===== src/rtl/needbar_pkg.sv =====
// Shared types and constants for the need-bar frame sequencer.
package needbar_pkg;

  localparam int unsigned COLOR_W = 24;
  localparam int unsigned IDX_W   = 7;

  localparam logic [IDX_W-1:0] FIRST_PIX_DEF = 7'h40;
  localparam logic [IDX_W-1:0] LAST_PIX_DEF  = 7'h77;

  typedef enum logic [1:0] {
    ST_IDLE,
    ST_LOAD,
    ST_SEND,
    ST_GAP
  } state_e;

  function automatic logic [7:0] dim_chan(input logic [7:0] c, input logic [1:0] d);
    return c >> d;
  endfunction

endpackage


===== src/rtl/needbar_refresh_timer.sv =====
// Free-running refresh counter; emits a one-cycle tick at the top count.
// REFRESH_CYCLES = 0 removes the counter and ties the tick low.
module needbar_refresh_timer #(
  parameter int unsigned REFRESH_CYCLES = 2500000
) (
  input  logic clk,
  input  logic reset,
  output logic tick
);

  generate
    if (REFRESH_CYCLES == 0) begin : g_off
      assign tick = 1'b0;
    end else begin : g_cnt
      localparam int unsigned     CNT_W   = (REFRESH_CYCLES > 1) ? $clog2(REFRESH_CYCLES) : 1;
      localparam logic [CNT_W-1:0] CNT_TOP = CNT_W'(REFRESH_CYCLES - 1);

      logic [CNT_W-1:0] cnt_q, cnt_d;

      always_comb begin
        cnt_d = (cnt_q == CNT_TOP) ? '0 : cnt_q + 1'b1;
      end

      always_ff @(posedge clk) begin
        if (reset) cnt_q <= '0;
        else       cnt_q <= cnt_d;
      end

      assign tick = (cnt_q == CNT_TOP);
    end
  endgenerate

endmodule


===== src/rtl/needbar_scanner.sv =====
// Need-bar frame sequencer: scans the pixel window, streams colours over
// valid/ready, then holds a latch gap. Optional macro NEEDBAR_DIM_EN adds `dim`.
module needbar_scanner
  import needbar_pkg::*;
#(
  parameter logic [IDX_W-1:0] FIRST_PIX      = FIRST_PIX_DEF,
  parameter logic [IDX_W-1:0] LAST_PIX       = LAST_PIX_DEF,
  parameter int unsigned      REFRESH_CYCLES = 2500000,
  parameter int unsigned      GAP_CYCLES     = 2600
) (
  input  logic               clk,
  input  logic               reset,
  input  logic               start,
  output logic [IDX_W-1:0]   pixel_idx,
  input  logic [COLOR_W-1:0] color_in,
  output logic [COLOR_W-1:0] pix_data,
  output logic               pix_valid,
  input  logic               pix_ready,
  output logic               frame_active,
  output logic               frame_done
`ifdef NEEDBAR_DIM_EN
  ,
  input  logic [1:0]         dim
`endif
);

  localparam int unsigned     GAP_W   = (GAP_CYCLES > 1) ? $clog2(GAP_CYCLES) : 1;
  localparam logic [GAP_W-1:0] GAP_TOP = GAP_W'((GAP_CYCLES > 0) ? GAP_CYCLES - 1 : 0);

  state_e             state_q, state_d;
  logic [IDX_W-1:0]   idx_q, idx_d;
  logic [COLOR_W-1:0] pix_data_q, pix_data_d;
  logic               pix_valid_q, pix_valid_d;
  logic               frame_active_q, frame_active_d;
  logic               frame_done_q, frame_done_d;
  logic               pending_q, pending_d;
  logic [GAP_W-1:0]   gap_cnt_q, gap_cnt_d;

  logic               tick;
  logic               req;
  logic               hs;
  logic [COLOR_W-1:0] load_color;

  needbar_refresh_timer #(
    .REFRESH_CYCLES(REFRESH_CYCLES)
  ) u_refresh (
    .clk  (clk),
    .reset(reset),
    .tick (tick)
  );

  assign req = tick | start | pending_q;
  assign hs  = pix_valid_q & pix_ready;

`ifdef NEEDBAR_DIM_EN
  assign load_color = {dim_chan(color_in[23:16], dim),
                       dim_chan(color_in[15:8],  dim),
                       dim_chan(color_in[7:0],   dim)};
`else
  assign load_color = color_in;
`endif

  always_ff @(posedge clk) begin
    if (reset) begin
      state_q        <= ST_IDLE;
      idx_q          <= FIRST_PIX;
      pix_data_q     <= '0;
      pix_valid_q    <= 1'b0;
      frame_active_q <= 1'b0;
      frame_done_q   <= 1'b0;
      pending_q      <= 1'b0;
      gap_cnt_q      <= '0;
    end else begin
      state_q        <= state_d;
      idx_q          <= idx_d;
      pix_data_q     <= pix_data_d;
      pix_valid_q    <= pix_valid_d;
      frame_active_q <= frame_active_d;
      frame_done_q   <= frame_done_d;
      pending_q      <= pending_d;
      gap_cnt_q      <= gap_cnt_d;
    end
  end

  always_comb begin
    state_d = state_q;
    case (state_q)
      ST_IDLE: if (req) state_d = ST_LOAD;
      ST_LOAD: state_d = ST_SEND;
      ST_SEND: if (hs) state_d = (idx_q == LAST_PIX) ? ST_GAP : ST_LOAD;
      ST_GAP:  if (gap_cnt_q == GAP_TOP) state_d = ST_IDLE;
      default: state_d = ST_IDLE;
    endcase
  end

  // The last-pixel compare precedes the increment, so LAST_PIX = 7'h7F never wraps.
  always_comb begin
    idx_d          = idx_q;
    pix_data_d     = pix_data_q;
    pix_valid_d    = pix_valid_q;
    frame_active_d = frame_active_q;
    frame_done_d   = 1'b0;
    pending_d      = pending_q | tick | start;
    gap_cnt_d      = gap_cnt_q;
    case (state_q)
      ST_IDLE: begin
        idx_d = FIRST_PIX;
        if (req) begin
          frame_active_d = 1'b1;
          pending_d      = 1'b0;
        end
      end
      ST_LOAD: begin
        pix_data_d  = load_color;
        pix_valid_d = 1'b1;
      end
      ST_SEND: begin
        if (hs) begin
          pix_valid_d = 1'b0;
          if (idx_q == LAST_PIX) gap_cnt_d = '0;
          else                   idx_d     = idx_q + 1'b1;
        end
      end
      ST_GAP: begin
        if (gap_cnt_q == GAP_TOP) begin
          frame_done_d   = 1'b1;
          frame_active_d = 1'b0;
          idx_d          = FIRST_PIX;
        end else begin
          gap_cnt_d = gap_cnt_q + 1'b1;
        end
      end
      default: ;
    endcase
  end

  assign pixel_idx    = idx_q;
  assign pix_data     = pix_data_q;
  assign pix_valid    = pix_valid_q;
  assign frame_active = frame_active_q;
  assign frame_done   = frame_done_q;

endmodule

===== config.mk =====
export PLATFORM = sky130hd
export DESIGN_NAME = needbar_scanner
export DESIGN_NICKNAME = d
export VERILOG_FILES = /design/src/rtl/needbar_pkg.sv /design/src/rtl/needbar_refresh_timer.sv /design/src/rtl/needbar_scanner.sv
export SDC_FILE = /design/constraint.sdc
export NUM_CORES = 1
export LEC_CHECK = 0
export ABC_CLOCK_PERIOD_IN_PS = 2400
export CAP_MARGIN = 5
export CELL_PAD_IN_SITES_DETAIL_PLACEMENT = 0
export CELL_PAD_IN_SITES_GLOBAL_PLACEMENT = 1
export CORE_MARGIN = 4
export CORE_UTILIZATION = 39
export DETAILED_ROUTE_END_ITERATION = 10
export PLACE_DENSITY_LB_ADDON = 0.1
export SLEW_MARGIN = 20
export SYNTH_ARGS = -nofsm -noshare
export SYNTH_HDL_FRONTEND = slang
export SYNTH_SLANG_ARGS = --single-unit

===== constraint.sdc =====
create_clock -name clk -period 2.4 [get_ports clk]
set_input_delay 0.48 -clock clk [delete_from_list [all_inputs] [get_ports clk]]
set_output_delay 0.48 -clock clk [all_outputs]
set_load 0.03 [all_outputs]

==> out/results.tsv <==
stage	metric	value	unit
outcome	status	finished clean	
clocking	cts_hold_buffers	0	
yosys	synth_compound_area_share	8.34	%
placement	dp_hpwl	5020	um
clocking	cts_made_buffers	9	
timing	hold_viol_final	0	
yosys	synth-xor-area-share	7.60	%
route	drc	0	
critical_path	critPathLaunchType	flip-flop	
yosys	synth_edf_count	0	
global_routing	track_usage	15.1	%
die	start_util	40.9	%
timing	maxSlewViolCount	0	
critical_path	cp_top_family	simple AND/OR/NAND/NOR gates	
cells_and_area	instances_no_fill	532	
clocking	clk_latency	0.34	ns
placement	port_buffers	61	
global_routing	grt_pass1_vias	2583	
timing	worstMarginPinSlew	0.480	ns
route	num_vias	2643	
clocking	cts_resized	0	
yosys	syn-instance-count	359	
die	die_width	99.0	um
yosys	synthTopCellsByArea	dfxtp_1 (44%), nor2_1 (8.6%), mux2i_1 (7.8%)	
die	dieArea	9790	um^2
clocking	clockRootBuffer	clkbuf_8	
route	drt_iter0_drc	55	
global_routing	overflow	0	
timing	max_freq	0.455	GHz
die	row_count	32	
clocking	clock_path_buffers	2	
critical_path	max_stage_delay	0.39	ns
die	core	7890	um^2
global_routing	use_met2	24.5	%
min_path	hold_path_class	flip-flop to flip-flop	
clocking	post_cts_buffers	0	
critical_path	end_kind	flip-flop	
route	firstDrtPassIters	5	
global_routing	busiest_layer	met2	
critical_path	cp.depth	7	
yosys	synth_flop_cell	dfxtp_1	
critical_path	crit_chain	inv_1 -> ha_1 -> and3b_1 -> a32o_1 -> nand3_1 -> or3_1 -> a21oi_1	
timing	fin_skew	0.00811	ns
route	ant_nets	0	
route	drt-total-wl	7120	um
yosys	synth.ff_latch_count	71	
yosys	synth.distinct_cells	51	
route	via_per_inst	4.97	
cells_and_area	syn_to_final_growth	29.5	%
critical_path	r2r_slack	0.20	ns
route	wl_per_cell	13.4	um
critical_path	arrival	2.47	ns
critical_path	crit_end	gap_cnt_q[9]$_SDFFE_PP0P_	
timing	rsz0062_at_grt	no	
global_routing	grt_use_met1	19.7	%
critical_path	rr_endpoint	gap_cnt_q[9]$_SDFFE_PP0P_	
cells_and_area	final_layout_size_suffix_gt1_share	8.84	%
clocking	cts_tree	done	
yosys	synth_top_cell_area_share	44.0	%
critical_path	critical_path_class	flip-flop to flip-flop	
yosys	synth_top_area_cell	dfxtp_1	
placement	dp_cells	516	
yosys	synthMuxAreaShare	7.75	%
min_path	min_delay_path_depth	1	
yosys	seq_area_frac_synth	44.0	%
timing	relSlewSlack	68.0	%
timing	fin_ws	0.202	ns
timing	fin_tns_setup	0	ns
cells_and_area	fin_util	53.0	%
power_and_ir_drop	p_per_area	916	nW/um^2
critical_path	reg2reg_depth	7	
critical_path	path_buf_inv	1	
timing	report.final.setup_viol	0	
power_and_ir_drop	vdd_drop_max	601	uV
yosys	synth.most_common_cell	nor2_1	
yosys	synthArstFlopShare	0	%
global_routing	antenna_found_initial	0	
clocking	cts.sinks	71	
yosys	syn_nets	395	
critical_path	cp.required	2.67	ns
critical_path	path_max_fanout	8	
clocking	cts_max_level	3	
clocking	clk_pin_slew_worst_paths	0.07	ns
timing	min_period_over_period	91.6	%
placement	routabilityCongestion	0.755	
yosys	synth_top_family_by_area	simple AND/OR/NAND/NOR gates	
critical_path	critPathLaunch	state_q[0]$_SDFFE_PP0P_	
timing	period_needed	2.20	ns
yosys	ys_warn_count	0	
yosys	synth-simple-area-share	25.5	%
critical_path	r2r_start	state_q[0]$_SDFFE_PP0P_	
cells_and_area	layout.nets	461	
yosys	yosys-top-cells-count	nor2_1 (74), dfxtp_1 (71), mux2i_1 (25), nand3_1 (20), nand2_1 (18)	
global_routing	grt_max_degree	26	
die	pin_count	62	
cells_and_area	design_area	4180	um^2
yosys	syn_area_per_cell	8.99	um^2
power_and_ir_drop	p_leak	1.53	nW
placement	post-place-ws	0.202	ns
yosys	synth_adder_area_share	3.10	%
cells_and_area	diodes	0	
global_routing	grt_pass1_wl	12300	um
global_routing	grt_use_met3	4.53	%
critical_path	worst_path_max_delay_cell	or3_1	
placement	dpl_cell_area	3950	um^2
run	maxCapViolCount	0	
yosys	syn_area	3230	um^2
die	die_h	99.0	um
==> cell type report <==
type / instances / area (um^2)
flip-flops and latches: 71 / 1420
repair buffers: 69 / 671
clock buffers: 11 / 151
inverters: 11 / 41.3
clock inverters: 5 / 80.1
multi-input cells: 263 / 1690
well taps: 102 / 128
fillers: 721 / 3710
==> worst min path at each step <==
| stage | start | endpoint | slack [ns] |
|---|---|---|---|
| 5_1_grt | gap_cnt_q[11]$_SDFFE_PP0P_ | gap_cnt_q[11]$_SDFFE_PP0P_ | 0.50 |
| 6_report | u_refresh.g_cnt.cnt_q[0]$_SDFF_PP0_ | u_refresh.g_cnt.cnt_q[0]$_SDFF_PP0_ | 0.46 |
| 2_1_floorplan | u_refresh.g_cnt.cnt_q[0]$_SDFF_PP0_ | u_refresh.g_cnt.cnt_q[0]$_SDFF_PP0_ | 0.43 |
| 3_5_place_dp | u_refresh.g_cnt.cnt_q[0]$_SDFF_PP0_ | u_refresh.g_cnt.cnt_q[0]$_SDFF_PP0_ | 0.45 |
| 4_1_cts | u_refresh.g_cnt.cnt_q[0]$_SDFF_PP0_ | u_refresh.g_cnt.cnt_q[0]$_SDFF_PP0_ | 0.47 |
| 3_3_place_gp | u_refresh.g_cnt.cnt_q[0]$_SDFF_PP0_ | u_refresh.g_cnt.cnt_q[0]$_SDFF_PP0_ | 0.45 |
==> worst register-to-register path, stage by stage, from the launching register on <==
cell and delay (ns):
dfxtp_1 0.36, inv_1 0.12, ha_1 0.32, and3b_1 0.30, a32o_1 0.32, nand3_1 0.20, or3_1 0.39, a21oi_1 0.14
==> sequential cells by signal (all words and copies together), names as in the netlist <==
register / count
u_refresh.g_cnt.cnt_q: 22
pending_q: 1
gap_cnt_q: 12
frame_active: 1
frame_done: 1
pix_data: 24
pixel_idx: 7
pix_valid: 1
state_q: 2
==> logic make-up (layout without fill, tap and decap cells) <==
logic type                 count (synthesis)  in the layout
muxes                                     25             25
and+or+nand+nor                          164            164
adders and majority gates                  8              8
DFF                                       71             71
buffers and inverters                     25             96
AOI/OAI and AO/OA                         38             38
xor gates and xnor gates                  28             28
==> placed cells by master (no fill, tap or decap), types with 3 or more instances in the layout <==
cell type	instances
nand3_1	20
mux2i_1	25
buf_4	8
and4bb_2	3
clkdlybuf4s50_1	61
nand2b_1	3
nand4_1	8
dfxtp_1	71
o21ai_0	5
nor3_1	6
nor4_1	4
xnor2_1	14
or4_1	3
inv_1	11
clkbuf_8	11
nor2_1	74
ha_1	8
a21oi_1	15
nand2_1	18
or3_1	5
xor2_1	14
and3_1	7
==> report_power, final <==
part | switching [mW] | internal, mW
clock | 0.453 | 0.640
combinational | 0.739 | 0.591
sequential | 0.0872 | 1.32
total | 1.28 | 2.55
==> per-stage QoR <==
step                      total power [mW]  hold slack [ns]
after floorplan                       2.33            0.430
after global placement                2.76            0.446
after detailed placement              2.77            0.453
after CTS                             3.88            0.470
after global routing                  4.07            0.502
final                                 3.83            0.462
==> metal layers <==
metal	wire (um)	up-vias
met1	3400	1224
li1	-	1375
met3	242	5
met2	3420	39
met4	57	0
met5	0	-
Power figures use the tool's default switching activity.
